File: src/rtl/pm_jtag_tap_ctrl.sv
// pm_jtag_tap_ctrl: IEEE 1149.1 TAP controller for the PM JTAG port (IR, IDCODE/BYPASS/USER decode, TDO mux).
// Latency: state/IR shift/BYPASS update on posedge reg_tck; ir_active, reg_tdo, reg_tdo_en update on negedge reg_tck.
// Backpressure: none, the JTAG pins are the pacing clock. Optional USER DR enabled by defining PM_TAP_USER_DR_EN.
module pm_jtag_tap_ctrl #(
  parameter int                    IR_LENGTH     = 4,
  parameter logic [IR_LENGTH-1:0]  IR_CAPTURE    = 4'b0001,
  parameter logic [IR_LENGTH-1:0]  IDCODE_OPCODE = 4'b0010,
  parameter logic [IR_LENGTH-1:0]  USER_OPCODE   = 4'b1000,
  parameter logic [IR_LENGTH-1:0]  BYPASS_OPCODE = 4'b1111
) (
  input  logic                 reg_tck,
  input  logic                 reg_rst_n,
  input  logic                 reg_tms,
  input  logic                 reg_tdi,
  output logic                 reg_tdo,
  output logic                 reg_tdo_en,
  output logic                 idcode_capture_en,
  output logic                 idcode_shift_enable,
  input  logic                 idcode_tdo,
  output logic                 user_capture_en,
  output logic                 user_shift_enable,
  output logic                 user_update_en,
  input  logic                 user_tdo,
  output logic [3:0]           tap_state,
  output logic [IR_LENGTH-1:0] ir_active
);

  typedef enum logic [3:0] {
    TLR      = 4'h0,
    RTI      = 4'h1,
    SEL_DR   = 4'h2,
    CAP_DR   = 4'h3,
    SH_DR    = 4'h4,
    EX1_DR   = 4'h5,
    PAUSE_DR = 4'h6,
    EX2_DR   = 4'h7,
    UPD_DR   = 4'h8,
    SEL_IR   = 4'h9,
    CAP_IR   = 4'hA,
    SH_IR    = 4'hB,
    EX1_IR   = 4'hC,
    PAUSE_IR = 4'hD,
    EX2_IR   = 4'hE,
    UPD_IR   = 4'hF
  } tap_state_e;

  tap_state_e            state, state_nxt;
  logic [IR_LENGTH-1:0]  ir_shift;
  logic                  bypass_bit;
  logic                  sel_idcode;
  logic                  sel_user;
  logic                  sel_bypass;
  logic                  dr_tdo;

  // Every opcode that is not IDCODE (or USER when built in) falls through to BYPASS,
  // so BYPASS_OPCODE itself needs no explicit compare.
  assign sel_idcode = (ir_active == IDCODE_OPCODE);
`ifdef PM_TAP_USER_DR_EN
  assign sel_user   = (ir_active == USER_OPCODE);
`else
  assign sel_user   = 1'b0;
  logic unused_user_tdo;
  assign unused_user_tdo = user_tdo;
`endif
  assign sel_bypass = !sel_idcode && !sel_user;
  assign tap_state  = state;

  // TAP state register, TRST_N forces Test-Logic-Reset
  always_ff @(posedge reg_tck or negedge reg_rst_n) begin
    if (!reg_rst_n) state <= TLR;
    else            state <= state_nxt;
  end

  // 1149.1 next-state function on TMS
  always_comb begin
    state_nxt = state;
    unique case (state)
      TLR:      state_nxt = reg_tms ? TLR    : RTI;
      RTI:      state_nxt = reg_tms ? SEL_DR : RTI;
      SEL_DR:   state_nxt = reg_tms ? SEL_IR : CAP_DR;
      CAP_DR:   state_nxt = reg_tms ? EX1_DR : SH_DR;
      SH_DR:    state_nxt = reg_tms ? EX1_DR : SH_DR;
      EX1_DR:   state_nxt = reg_tms ? UPD_DR : PAUSE_DR;
      PAUSE_DR: state_nxt = reg_tms ? EX2_DR : PAUSE_DR;
      EX2_DR:   state_nxt = reg_tms ? UPD_DR : SH_DR;
      UPD_DR:   state_nxt = reg_tms ? SEL_DR : RTI;
      SEL_IR:   state_nxt = reg_tms ? TLR    : CAP_IR;
      CAP_IR:   state_nxt = reg_tms ? EX1_IR : SH_IR;
      SH_IR:    state_nxt = reg_tms ? EX1_IR : SH_IR;
      EX1_IR:   state_nxt = reg_tms ? UPD_IR : PAUSE_IR;
      PAUSE_IR: state_nxt = reg_tms ? EX2_IR : PAUSE_IR;
      EX2_IR:   state_nxt = reg_tms ? UPD_IR : SH_IR;
      UPD_IR:   state_nxt = reg_tms ? SEL_DR : RTI;
      default:  state_nxt = TLR;
    endcase
  end

  // Data-register strobes, decoded purely from registered state and ir_active
  always_comb begin
    idcode_capture_en   = 1'b0;
    idcode_shift_enable = 1'b0;
    user_capture_en     = 1'b0;
    user_shift_enable   = 1'b0;
    user_update_en      = 1'b0;
    if (sel_idcode) begin
      idcode_capture_en   = (state == CAP_DR);
      idcode_shift_enable = (state == SH_DR);
    end
    if (sel_user) begin
      user_capture_en   = (state == CAP_DR);
      user_shift_enable = (state == SH_DR);
      user_update_en    = (state == UPD_DR);
    end
  end

  // IR shift stage: capture fixed pattern, shift LSB-out / TDI-in
  always_ff @(posedge reg_tck or negedge reg_rst_n) begin
    if (!reg_rst_n)             ir_shift <= IR_CAPTURE;
    else if (state == CAP_IR)   ir_shift <= IR_CAPTURE;
    else if (state == SH_IR)    ir_shift <= {reg_tdi, ir_shift[IR_LENGTH-1:1]};
  end

  // Active instruction: loaded mid-cycle in Update-IR, forced to IDCODE in Test-Logic-Reset
  always_ff @(negedge reg_tck or negedge reg_rst_n) begin
    if (!reg_rst_n)           ir_active <= IDCODE_OPCODE;
    else if (state == TLR)    ir_active <= IDCODE_OPCODE;
    else if (state == UPD_IR) ir_active <= ir_shift;
  end

  // 1-bit BYPASS register: captures 0 so a scan can tell it apart from IDCODE (bit0 = 1)
  always_ff @(posedge reg_tck or negedge reg_rst_n) begin
    if (!reg_rst_n)                        bypass_bit <= 1'b0;
    else if (sel_bypass && state == CAP_DR) bypass_bit <= 1'b0;
    else if (sel_bypass && state == SH_DR)  bypass_bit <= reg_tdi;
  end

  // Serial source for the currently selected data register
  always_comb begin
    dr_tdo = bypass_bit;
    if (sel_idcode)    dr_tdo = idcode_tdo;
    else if (sel_user) dr_tdo = user_tdo;
  end

  // TDO launched on the falling edge; holds its last value while not shifting
  always_ff @(negedge reg_tck or negedge reg_rst_n) begin
    if (!reg_rst_n) begin
      reg_tdo    <= 1'b0;
      reg_tdo_en <= 1'b0;
    end else if (state == SH_IR) begin
      reg_tdo    <= ir_shift[0];
      reg_tdo_en <= 1'b1;
    end else if (state == SH_DR) begin
      reg_tdo    <= dr_tdo;
      reg_tdo_en <= 1'b1;
    end else begin
      reg_tdo_en <= 1'b0;
    end
  end

endmodule

File: config.mk
export PLATFORM = sky130hd
export DESIGN_NAME = pm_jtag_tap_ctrl
export DESIGN_NICKNAME = d
export VERILOG_FILES = /design/src/rtl/pm_jtag_tap_ctrl.sv
export SDC_FILE = /design/constraint.sdc
export NUM_CORES = 1
export LEC_CHECK = 0
export ABC_AREA = 1
export ABC_CLOCK_PERIOD_IN_PS = 1300
export CORE_AREA = 4 4 48 50
export DETAILED_ROUTE_END_ITERATION = 8
export DIE_AREA = 0 0 52 54
export PLACE_DENSITY = 0.77
export SYNTH_ARGS = -nofsm -noshare
export SYNTH_HDL_FRONTEND = slang
export SYNTH_SLANG_ARGS = --single-unit
File: constraint.sdc
create_clock -name reg_tck -period 1.3 [get_ports reg_tck]
set_input_delay 0.26 -clock reg_tck [delete_from_list [all_inputs] [get_ports reg_tck]]
set_output_delay 0.26 -clock reg_tck [all_outputs]
set_load 0.02 [all_outputs]
# Word-level counts from Yosys, hierarchy flattened
# Cells that the tools add are included.
totals:
  wordCells: 59
  register_bits: 15
classes:
  eq_ne: 16
  n_reduce_logical: 11
  n_mux: 26
op_table:
  columns: ["cell", "n"]
  rows:
  - ["one-hot mux 4 bit (12 select lines)", 1]
  - ["equality test 4 bit (second input constant)", 8]
  - ["2-to-1 mux 4 bit", 8]
  - ["equality test 4 x 3 -> 1 bit (second input constant)", 4]
  - ["equality test 4 x 2 -> 1 bit (second input constant)", 3]
  - ["2-to-1 mux 1 bit", 12]
  - ["nonzero test 2 bit", 4]
  - ["2-to-1 mux 2 bit", 3]
  - ["2-to-1 mux 3 bit", 2]
  - ["equality test 4 x 1 -> 1 bit (second input constant)", 1]
  - ["zero test 4 bit", 1]
  - ["OR reduction 2 bit", 2]
  - ["OR reduction 3 bit", 1]
  - ["logical AND 1 bit", 2]
  - ["zero test 1 bit", 1]

# Depth between registers and ports, before layout
# Gate-level depths: netlist of run 1.
logic_depth:
  ltp_word: 5
  ltp_mapped: 8

==> results of run 1 <==
## cell families (layout without fill, tap and decap cells)
| group | after synthesis | in the layout | synth area share, % |
|---|---|---|---|
| and+or+nand+nor | 67 | 67 | 35.07 |
| buffers and inverters | 23 | 74 | 11.59 |
| DFF | 15 | 15 | 44.87 |
| AOI/OAI and AO/OA | 11 | 11 | 8.024 |
| other | 1 | 3 | 0.4453 |
## report_power, final
group / total [mW] / leakage, nW / internal [mW] / switching [mW]
combinational: 2.23 / 0.637 / 0.993 / 1.24
clock: 0.380 / 0.0319 / 0.215 / 0.165
sequential: 0.845 / 0.186 / 0.656 / 0.189
total: 3.45 / 0.855 / 1.86 / 1.59
## cell usage after synthesis (all sizes together)
master | instances | share of area (%)
inv | 20 | 8.9
a22oi | 1 | 0.89
nand2 | 36 | 17
o21ai | 4 | 2.4
conb | 1 | 0.45
dfrtn | 5 | 15
o21bai | 1 | 0.89
nand3b | 1 | 0.89
o22ai | 3 | 2.2
nand4 | 5 | 3.7
dfstp | 2 | 6.2
o22a | 1 | 1.0
a21oi | 1 | 0.59
nand3 | 12 | 7.1
dfrtp | 8 | 24
buf | 3 | 2.7
nor2 | 13 | 6.7
## registers in the layout, indices dropped and copies added, names as in the netlist
name,cells
ir_shift,4
ir_active,4
bypass_bit,1
tap_state,4
reg_tdo_en,1
reg_tdo,1
## path summary, 6_finish.rpt
| path | end | depth (start not counted) |
|---|---|---|
| hold / removal | ir_shift[1] | 2 |
| setup reg to reg | reg_tdo | 5 |
| hold reg to reg | bypass_bit | 2 |
| max in group asynchronous | ir_active[3] | 2 |
| min in group reg_tck | bypass_bit | 2 |
| setup / recovery | idcode_capture_en | 3 |
## what timing repair did
action	CTS	global route
endpoints found under the setup margin	19	24
setup buffers	9	6
hold buffers	0	0
resized for setup	84	36
pin swaps	11	17
## final cells by class
cell class / count / area, µm² / area share [%]
repair buffers: 50 / 459.2 / 28.76
well taps: 27 / 33.78 / 2.116
clock inverters: 2 / 21.27 / 1.332
inverters: 19 / 81.33 / 5.094
clock buffers: 3 / 22.52 / 1.411
multi-input cells: 81 / 595.6 / 37.30
flip-flops and latches: 15 / 382.9 / 23.98
## metal layers
metal	global-route usage (%)	up-vias	part of all wire, %
met3	4.709	17	6.1
met1	23.80	513	34
met4	13.54	0	4.6
met5	0	-	0
met2	43.72	55	55
li1	-	476	-
## critical path, cell delays in order, from the launching register on
cell	delay, ns
dfstp_2	0.55
nand3_4	0.11
nor2_4	0.10
buf_6	0.12
==> out/metrics.yaml, run 1 <==
run_status:
  status: "finished, violations left"
  violations: "negative setup slack"
routing:
  drt-pass1-iter-count: 4
  drt-initial-drc-count: 39
  wire_per_inst_um: 16.47
  drtAntennaViolNets: 0
  via_per_inst: 5.386
  post-route-drc-count: 0
  wirelength_um: 3245
  vias: 1061
global_route:
  grt_pass1_wl_um: 4616
  antenna_found_initial: 0
  grtUsageTotal_pct: 23.29
  overflow: 0
  grt_pass1_vias: 1044
  grt_max_degree: 9
synth:
  synth_cell_types: 19
  synthCells: 117
  yosys_warnings: 0
  ys_seq_area_share_pct: 44.87
  synth.avg_cell_area_um2: 7.197
  synth_area_um2: 842.1
  ys_ff_latch: 15
setup_path:
  rrSetupSlack_ns: -0.49
  path_max_fanout: 3
  crit_path_start: "ir_active[1]"
  worstReg2RegStart: "tap_state[2]"
  crit_type: "register to primary output"
  arrival_ns: 1.86
  crit_path_start_kind: "register"
  cp-end-kind: "primary output"
  required_ns: 1.04
floorplanning:
  dieArea_um2: 2808
  boundaryPins: 21
  initial_core_util_pct: 44.28
  fp.dieH_um: 54
  core_area_um2: 1902
  die_w_um: 52
  rows: 16
cells_and_area:
  fin_nets: 177
  syn_to_final_growth_pct: 89.60
  fill_cells: 103
  drive_gt1_share_pct: 61.18
  layout.cells.non_filler: 197
  fin_area_um2: 1597
  most-common-layout-cells: "23 x buf_4, 21 x buf_6, 18 x nand2_1"
  diodes: 0
  final_core_util_pct: 83.95
  layout_commonest_cell: "buf_4"
clocking:
  cts_buffers: 3
  ctsHtreeMaxLevel: 1
  clk_pin_slew_worst_paths_ns: 0.09
  cts_tree: "done"
  cts_buffer_depth: 2
  clock-sinks: 15
  root_buffer: "clkbuf_4"
  clk_latency_ns: 0.34
placed_design:
  placed_cells: 182
  gp_congestion: 0.9689
  port_buffers: 16
  pre_cts_ws_ns: -0.9648
  dpl-instance-area_um2: 1286
  hpwl_um: 2039
power:
  p_leak_nw: 0.8546
  power.total_mw: 3.454
  powerDensity_nw_per_um2: 2164
  ir_drop_mv: 1.623
sta:
  rsz0062_at_grt: "yes"
  finalWorstSetupSlack_ns: -0.8249
  fin_skew_ns: 0.05849
  setup_tns_ns: -8.282
  hold_ws_ns: 0.3676
  drv_slew: 0
  hold_viol: 0
  setup_viol: 17
min_path:
  hp-class: "primary input to asynchronous set/reset pin"
run:
  cap_violations: 0
(Power assumes the default switching activity.)
==> inputs of run 2 (changes only) <==
--- a/config.mk
+++ b/config.mk
@@ -11,6 +11,7 @@
 export DETAILED_ROUTE_END_ITERATION = 8
 export DIE_AREA = 0 0 52 54
 export PLACE_DENSITY = 0.77
+export SLEW_MARGIN = 25
 export SYNTH_ARGS = -nofsm -noshare
 export SYNTH_HDL_FRONTEND = slang
 export SYNTH_SLANG_ARGS = --single-unit
==> results of run 2 <==
No change in the layout: final DEF, timing and power equal those of run 1.
